--- config.mk ---
export PLATFORM = sky130hd
export DESIGN_NAME = uart_word_packer
export DESIGN_NICKNAME = d
export VERILOG_FILES = /design/src/rtl/uart_word_packer.sv
export SDC_FILE = /design/constraint.sdc
export NUM_CORES = 1
export LEC_CHECK = 0
export CORE_MARGIN = 3
export CORE_UTILIZATION = 25
export DETAILED_ROUTE_END_ITERATION = 16
export GPL_TIMING_DRIVEN = 0
export PLACE_DENSITY = 0.46
export SLEW_MARGIN = 30
export SYNTH_ARGS = -nofsm -noshare
export SYNTH_HDL_FRONTEND = slang
export SYNTH_SLANG_ARGS = --single-unit
--- constraint.sdc ---
create_clock -name ACLK -period 5.2 [get_ports ACLK]
set_clock_uncertainty 0.2 [all_clocks]
set_input_delay 1.04 -clock ACLK [delete_from_list [all_inputs] [get_ports ACLK]]
set_output_delay 1.04 -clock ACLK [all_outputs]
set_load 0.05 [all_outputs]
--- src/rtl/uart_word_packer.sv ---
// Packs received UART bytes little-endian into words, tags frame ends with TLAST,
// flushes partial words after an idle timeout and buffers words in an FWFT FIFO.
module uart_word_packer #(
    parameter int          C_M_AXIS_TDATA_WIDTH = 32,
    parameter int          C_FIFO_DEPTH         = 16,
    parameter int          C_FRAME_WORDS        = 256,
    parameter int unsigned C_TIMEOUT_CYCLES     = 100000
) (
    input  logic                            ACLK,
    input  logic                            ARESET,
    input  logic [7:0]                      pi_rx_byte,
    input  logic                            pi_rx_valid,
    output logic [C_M_AXIS_TDATA_WIDTH-1:0] po_r_data,
    output logic                            po_tlast,
    output logic                            po_data_avaliable,
    input  logic                            pi_read_data,
    output logic [$clog2(C_FIFO_DEPTH):0]   po_fill_level,
    output logic                            po_overflow
);
    localparam int W  = C_M_AXIS_TDATA_WIDTH;
    localparam int N  = W / 8;
    localparam int BW = (N > 1) ? $clog2(N) : 1;
    localparam int FW = (C_FRAME_WORDS > 1) ? $clog2(C_FRAME_WORDS) : 1;
    localparam int AW = $clog2(C_FIFO_DEPTH);
    localparam int CW = AW + 1;

    localparam logic [BW-1:0] BIDX_LAST = BW'(N - 1);
    localparam logic [FW-1:0] WCNT_LAST = FW'(C_FRAME_WORDS - 1);
    localparam logic [CW-1:0] DEPTH     = CW'(C_FIFO_DEPTH);
    localparam logic [31:0]   IDLE_LAST = C_TIMEOUT_CYCLES - 1;

    logic [BW-1:0] bidx;
    logic [FW-1:0] wcnt;
    logic [31:0]   idle_cnt;
    logic [W-1:0]  lanes;

    logic [W-1:0]  word_in;
    logic          byte_push;
    logic          flush;
    logic          push_req;
    logic          push_last;
    logic          push_ok;
    logic          pop_ok;
    logic          fifo_empty;

    logic [W-1:0]  mem_data [C_FIFO_DEPTH];
    logic          mem_last [C_FIFO_DEPTH];
    logic [AW-1:0] wr_ptr;
    logic [AW-1:0] rd_ptr;
    logic [CW-1:0] count;

    always_comb begin
        word_in = lanes;
        for (int unsigned k = 0; k < N; k++) begin
            if (pi_rx_valid && (bidx == BW'(k))) begin
                word_in[8*k +: 8] = pi_rx_byte;
            end
        end
        byte_push  = pi_rx_valid && (bidx == BIDX_LAST);
        // Idle counter is one behind the idle-cycle count, so compare with T-1.
        flush      = !pi_rx_valid && (bidx != '0) && (idle_cnt == IDLE_LAST);
        push_req   = byte_push || flush;
        push_last  = flush || (wcnt == WCNT_LAST);
        fifo_empty = (count == '0);
        pop_ok     = pi_read_data && !fifo_empty;
        push_ok    = push_req && ((count < DEPTH) || pop_ok);
    end

    assign po_data_avaliable = !fifo_empty;
    assign po_fill_level     = count;
    assign po_r_data         = fifo_empty ? '0 : mem_data[rd_ptr];
    assign po_tlast          = !fifo_empty && mem_last[rd_ptr];

    always_ff @(posedge ACLK) begin
        if (ARESET) begin
            bidx        <= '0;
            wcnt        <= '0;
            idle_cnt    <= '0;
            lanes       <= '0;
            wr_ptr      <= '0;
            rd_ptr      <= '0;
            count       <= '0;
            po_overflow <= 1'b0;
        end else begin
            // Lanes are cleared on every push so a flushed word has zero-filled upper lanes.
            if (pi_rx_valid) begin
                if (byte_push) begin
                    bidx  <= '0;
                    lanes <= '0;
                end else begin
                    bidx  <= bidx + BW'(1);
                    lanes <= word_in;
                end
            end else if (flush) begin
                bidx  <= '0;
                lanes <= '0;
            end

            if (pi_rx_valid || (bidx == '0) || flush) begin
                idle_cnt <= '0;
            end else begin
                idle_cnt <= idle_cnt + 32'd1;
            end

            // Dropped words still advance framing.
            if (flush) begin
                wcnt <= '0;
            end else if (byte_push) begin
                wcnt <= (wcnt == WCNT_LAST) ? '0 : wcnt + FW'(1);
            end

            if (push_ok) begin
                wr_ptr <= wr_ptr + AW'(1);
            end
            if (pop_ok) begin
                rd_ptr <= rd_ptr + AW'(1);
            end
            case ({push_ok, pop_ok})
                2'b10:   count <= count + CW'(1);
                2'b01:   count <= count - CW'(1);
                default: count <= count;
            endcase

            if (push_req && !push_ok) begin
                po_overflow <= 1'b1;
            end
        end
    end

    always_ff @(posedge ACLK) begin
        if (!ARESET && push_ok) begin
            mem_data[wr_ptr] <= word_in;
            mem_last[wr_ptr] <= push_last;
        end
    end

endmodule

# --- Word level (Yosys, flattened, before mapping) ---
# Memory sizes are Yosys's and may differ from the RTL's. A register that Yosys moved wholly into a read port is not among the register bits.
# Index checks and enable logic that the tools add are counted.
totals:
  ff_bits: 88
  ramBits: 528
  in_bits: 12
  wordCells: 71
  memories: 2
memory_table:
  columns: ["memory", "depth", "width", "read_ports", "rd_clocked_by_memory_dff", "write_ports", "line", "text"]
  rows:
  - ["mem_data", 16, 32, 1, 1, 1, "46", "logic [W-1:0] mem_data [C_FIFO_DEPTH];"]
  - ["mem_last", 16, 1, 1, 1, 1, "47", "logic mem_last [C_FIFO_DEPTH];"]
classes:
  addsub: 7
  n_lt_le_gt_ge: 1
  n_eq_ne: 7
  n_mux: 19
  n_reduce_logical: 27
ops:
  columns: ["cell", "n"]
  rows:
  - ["2-to-1 mux 32 bit", 4]
  - ["2-to-1 mux 8 bit", 5]
  - ["adder 32 x 1 -> 32 bit, second input constant", 1]
  - ["== test 32 x 17 -> 1 bit, second input constant", 1]
  - ["2-to-1 mux 4 bit", 4]
  - ["logical AND 1 bit", 11]
  - ["one-hot mux 5 bit (2 select lines)", 1]
  - ["adder 4 x 1 -> 4 bit, second input constant", 2]
  - ["adder 8 x 1 -> 8 bit, second input constant", 1]
  - ["== test 8 bit, second input constant", 1]
  - ["== test 2 bit, second input constant", 3]
  - ["2-to-1 mux 2 bit", 3]
  - ["nonzero test 2 bit", 3]
  - ["adder 5 x 1 -> 5 bit, second input constant", 1]
  - ["logical NOT 5 bit", 1]
  - ["logical OR 1 bit", 5]
  - ["< comparator 5 bit, second input constant", 1]
  - ["subtractor 5 x 1 -> 5 bit, second input constant", 1]
  - ["== test 2 x 1 -> 1 bit, second input constant", 2]
  - ["logical NOT 1 bit", 4]
  - ["OR reduction 2 bit", 2]
  - ["adder 2 x 1 -> 2 bit, second input constant", 1]
  - ["logical NOT 2 bit", 1]
  - ["2-to-1 mux 1 bit", 2]

# --- Depth between registers and ports, before layout ---
logic_depth:
  depth_word: 8
  mapped_depth: 13
  depth_no_buf: 12

# --- Worst setup path before layout ---
# No wires, ideal clock.
synth_path:
  path_kind: "in2reg"
  from: "in pi_rx_valid"
  to: "mem mem_data[0][0] (netlist name), enable pin"
  setup_ns: 0.464
  arrival_time_ns: 4.129
  t_required_ns: 4.536
  slack_ns: 0.406
  cell_stages: 6
  cell_sequence: "clkbuf_1 > nor2_1 > and4_1 > buf_4 > o21ai_2 > nor3_1"
synth_between:
  elab_chain_cells: 8
  elab_cells_between_ends: 9
synth_lines:
  columns: ["element", "line", "text"]
  rows:
  - ["from (decl)", "12", "input logic pi_rx_valid,"]
  - ["logical NOT 1 bit", "61", "flush = !pi_rx_valid && (bidx != '0) && (idle_cnt == IDLE_LAST);"]
  - ["logical AND 1 bit (2 in series)", "61", null]
  - ["logical OR 1 bit *", "62", "push_req = byte_push || flush;"]
  - ["logical AND 1 bit *", "66", "push_ok = push_req && ((count < DEPTH) || pop_ok);"]
  - ["logical AND 1 bit *", "131", "if (!ARESET && push_ok) begin"]
  - ["2-to-1 mux 1 bit *", "131", null]
  - ["2-to-1 mux 1 bit (implied by the code) *", "132", "mem_data[wr_ptr] <= word_in;"]
  - ["to (decl)", "46", null]
# Mark *: on every way between the ends. The rest lies on a longest branch, timed or not.

==> results by group <==
Critical path
  – WP depth: 6
  – Worst path slowest cell: clkdlybuf4s50_1
  – Critical path fanouts, max: 10
  – Max stage delay on crit path: around 0.72 ns
  – Reg2reg start: idle_cnt[6]$_SDFF_PP0_
  – WP data required: ~4 ns
  – Critical R2R Capture: po_fill_level[4]$_SDFFE_PP0P_
  – Crit end category: output port
  – Critical path arrival: around 3.8 ns
  – WP buf/inv: 3
  – Crit-path cells: buf_4 -> buf_4 -> mux4_2 -> mux4_2 -> and2_1 -> clkdlybuf4s50_1
  – Crit Path Category: reg -> out
  – Reg2Reg Setup Slack: 1.35 ns
  – CP Launch Type: flop
  – Delay-heaviest family, CP: buffers and inverters
  – Worst setup endpoint: po_r_data[6]
  – Reg2reg path depth: 12

Synthesis
  – Syn nets: around 1,300
  – Top post-synthesis cells by area: edfxtp_1 65%, mux4_2 15%, dfxtp_1 7.6%
  – Syn avg cell area: 19.6 µm²
  – Synth top area share: ~65%
  – #FFs+latches synth: a little over 600
  – Largest family of logic cells by synthesized area: multiplexers
  – Ys flop type: edfxtp_1
  – Synth Area in Adders: 0.854%
  – Register area share after synthesis: about 73%
  – Post-synth EDFFs: between 500 and 600
  – Mux contribution to synthesized area: 16.7%
  – Post-synthesis compound-gate area fraction: under 10%
  – Synth area leader: edfxtp_1
  – Synth Warn #: 0
  – Synth Cell Area: 0.0243 mm²
  – Post-synthesis cell type count: 52
  – Post-synth ARST share: 0%
  – Synth Area in Simple Gates: about 5.3%
  – Cells after Synth: 1,242
  – Xor/xnor cell area share of the yosys netlist: 1.58%

Global route
  – Initial antenna violation count: 2
  – First-pass GRT wire length: 90,800 µm
  – Pin count of the biggest net entering global routing: 26
  – Total GRT Usage: roughly an eighth
  – Remaining Overflow, GRT: 0
  – Vias in the first global route: 13,200

STA
  – Fin. max-slew vios: 0
  – Final setup vio count: 0
  – Final hold violation count: 0
  – Period minus WS final: slightly above 5 ns
  – Max-slew headroom: around a third
  – RSZ-0062 raised after global routing: false
  – Final critical-path share of the clock period: ~98%
  – Sum Neg Setup Slack: 0 ns
  – Slew @ Worst Pin: approximately 0.99 ns
  – Max Clk Rate: 197 MHz

Pwr
  – Net switching power: 2200 µW
  – Max rail drop VDD: roughly 0.22 mV
  – PwrDens: 354 mW/mm²
  – Final Total Pwr: 10,400 µW
  – Comb power frac: around 2.8%
  – Leakage: between 0.009 and 0.01 µW
  – Sw frac: approximately a fifth
  – Internal power: about 8200 µW
  – Sequential Power Share: around half
  – Clock share of power: between 40% and 50%

Floorplanning
  – I/O pins: 52
  – Starting Density: around 25%
  – Core Footprint: 0.0957 mm²
  – Chip height: 318 µm
  – DIE AREA: ~0.10 mm²
  – Die Width: approximately 320 µm
  – Row count: roughly 110

Clock tree
  – Setup repair bufs after CTS: 0
  – Hold-fix buffers at CTS: 0
  – Clock root cell: clkbuf_16
  – Clock Path Buffers: 3
  – Clock sink count: 620
  – CTS tree: done
  – Worst-skew pair later-pin latency: 0.61 ns
  – CTS H-tree lvls: 3
  – Worst-path clk slew: approximately 0.06 ns
  – CTS Buf Count: 69

Routing
  – Initial DRC Count: just under 900
  – DRC: 0
  – 1st-pass router iterations: 7
  – Wire per inst: ~23 µm
  – Avg Vias per Cell: about 4.5
  – Final wirelength: a little over 60,000 µm
  – Final antenna-violating net count: 0
  – Vias post-DR: between 10,000 and 15,000

Layout
  – Final instance area: 0.0295 mm²
  – Commonest non-fill, non-tap cell in the layout: edfxtp_1
  – Post-route insts no fill: ~2,700
  – Fillers: 9,251
  – Fraction of layout cells with a size suffix above 1: between 20% and 30%
  – Multi-input gate area: between 0.006 and 0.007 mm²
  – Final Util: 30.8%
  – Most frequent cells in the layout: 528 x edfxtp_1, 165 x mux4_2, 91 x dfxtp_1
  – Sequential Area: roughly 0.018 mm²
  – # nets final: 1,444
  – Area grow syn2layout: 21.3%

Flow run
  – Max-cap violations: 0

Place
  – Port Buffer Count: 50
  – Placed cells: roughly 2,600
  – Placed Area: around 0.027 mm²
  – DP Wirelength: approximately 42,000 µm
  – GPL Wtd Cong: between 0.7 and 0.8

Worst hold path
  – Hold Crit Class: reg -> reg

Outcome
  – Status: finished, final reports clean
## cell type report
| type | instances | area share (%) |
|---|---|---|
| clock inverter | 40 | 1.27 |
| inverter | 9 | 0.114 |
| multi-input combinational | 550 | 21.8 |
| antenna | 1 | 0.00848 |
| timing repair buffer | 105 | 4.12 |
| sequential | 620 | 60.0 |
| tap | 1265 | 5.36 |
| buffer | 61 | 1.13 |
| clock buffer | 87 | 6.26 |
## worst reg2reg max path: stages (launching register included)
cell and delay [ns]:
dfxtp_1 0.35, or4_1 0.61, nor4b_2 0.39, and4_1 0.24, buf_4 0.17, o21ai_2 0.15, ha_1 0.34, fa_1 0.43
a21o_1 0.17, a21oi_1 0.16, xor2_1 0.10, or3_1 0.32, a21oi_1 0.13
## how the worst min path moves through the flow
stage                                       from                      to  slack, ns  depth (start not counted)
after global routing      lanes[20]$_SDFFE_PP0P_  lanes[20]$_SDFFE_PP0P_       0.29                          1
after CTS                 idle_cnt[0]$_SDFF_PP0_  idle_cnt[0]$_SDFF_PP0_       0.27                          1
final                     idle_cnt[0]$_SDFF_PP0_  idle_cnt[0]$_SDFF_PP0_       0.26                          1
after floorplan           idle_cnt[0]$_SDFF_PP0_  idle_cnt[0]$_SDFF_PP0_       0.23                          1
after global placement     lanes[0]$_SDFFE_PP0P_   lanes[0]$_SDFFE_PP0P_       0.25                          1
after detailed placement  idle_cnt[0]$_SDFF_PP0_  idle_cnt[0]$_SDFF_PP0_       0.26                          1
## layer usage
metal | vias up | track usage, % | part of all wire [%]
met1 | 6589 | 16.6 | 45
li1 | 5387 | - | -
met2 | 228 | 20.4 | 49
met3 | 68 | 2.12 | 3.9
met4 | 0 | 2.97 | 1.6
met5 | - | 0 | 0
## stage by stage
step	hold WS, ns	worst slack (ns)
CTS	0.269	0.00243
detailed placement	0.257	-0.285
global placement	0.255	-3.31
floorplan	0.230	0.406
global route	0.291	0.00324
finish	0.264	0.123
## synthesized netlist by cell type, drive strengths merged (18+ instances only)
master / instances
mux2: 27
and2: 36
buf: 24
nor3: 18
a22o: 24
dfxtp: 92
clkbuf: 39
mux4: 165
nor2: 66
xnor2: 29
nand2: 51
edfxtp: 528
## cell families after synthesis
group,Yosys count
flops,620
simple gates,248
mux,196
buf+inv,72
compound gates,46
xor+xnor,44
fa+ha+maj,16
## state kept, by name, indices dropped and copies added, names as in the netlist, named ones only
name,count
wr_ptr,4
rd_ptr,4
bidx,2
po_fill_level,5
mem_data,512
wcnt,8
idle_cnt,32
po_overflow,1
lanes,32
mem_last,16
## timing repair
item | CTS | global route
endpoints found under the setup margin | 33 | 4
resized for setup | 25 | 4
pin swaps | 0 | 0
## power by group through the flow
stage               clock, µW  combinational [µW]  sequential, µW
detailed placement          0                 303            5500
finish                   4750                 296            5400
global placement            0                 293            5500
CTS                      4900                 304            5400
global route             5090                 322            5400
floorplan                   0                 185            5500
No activity file was read; power rests on OpenSTA's default activity.
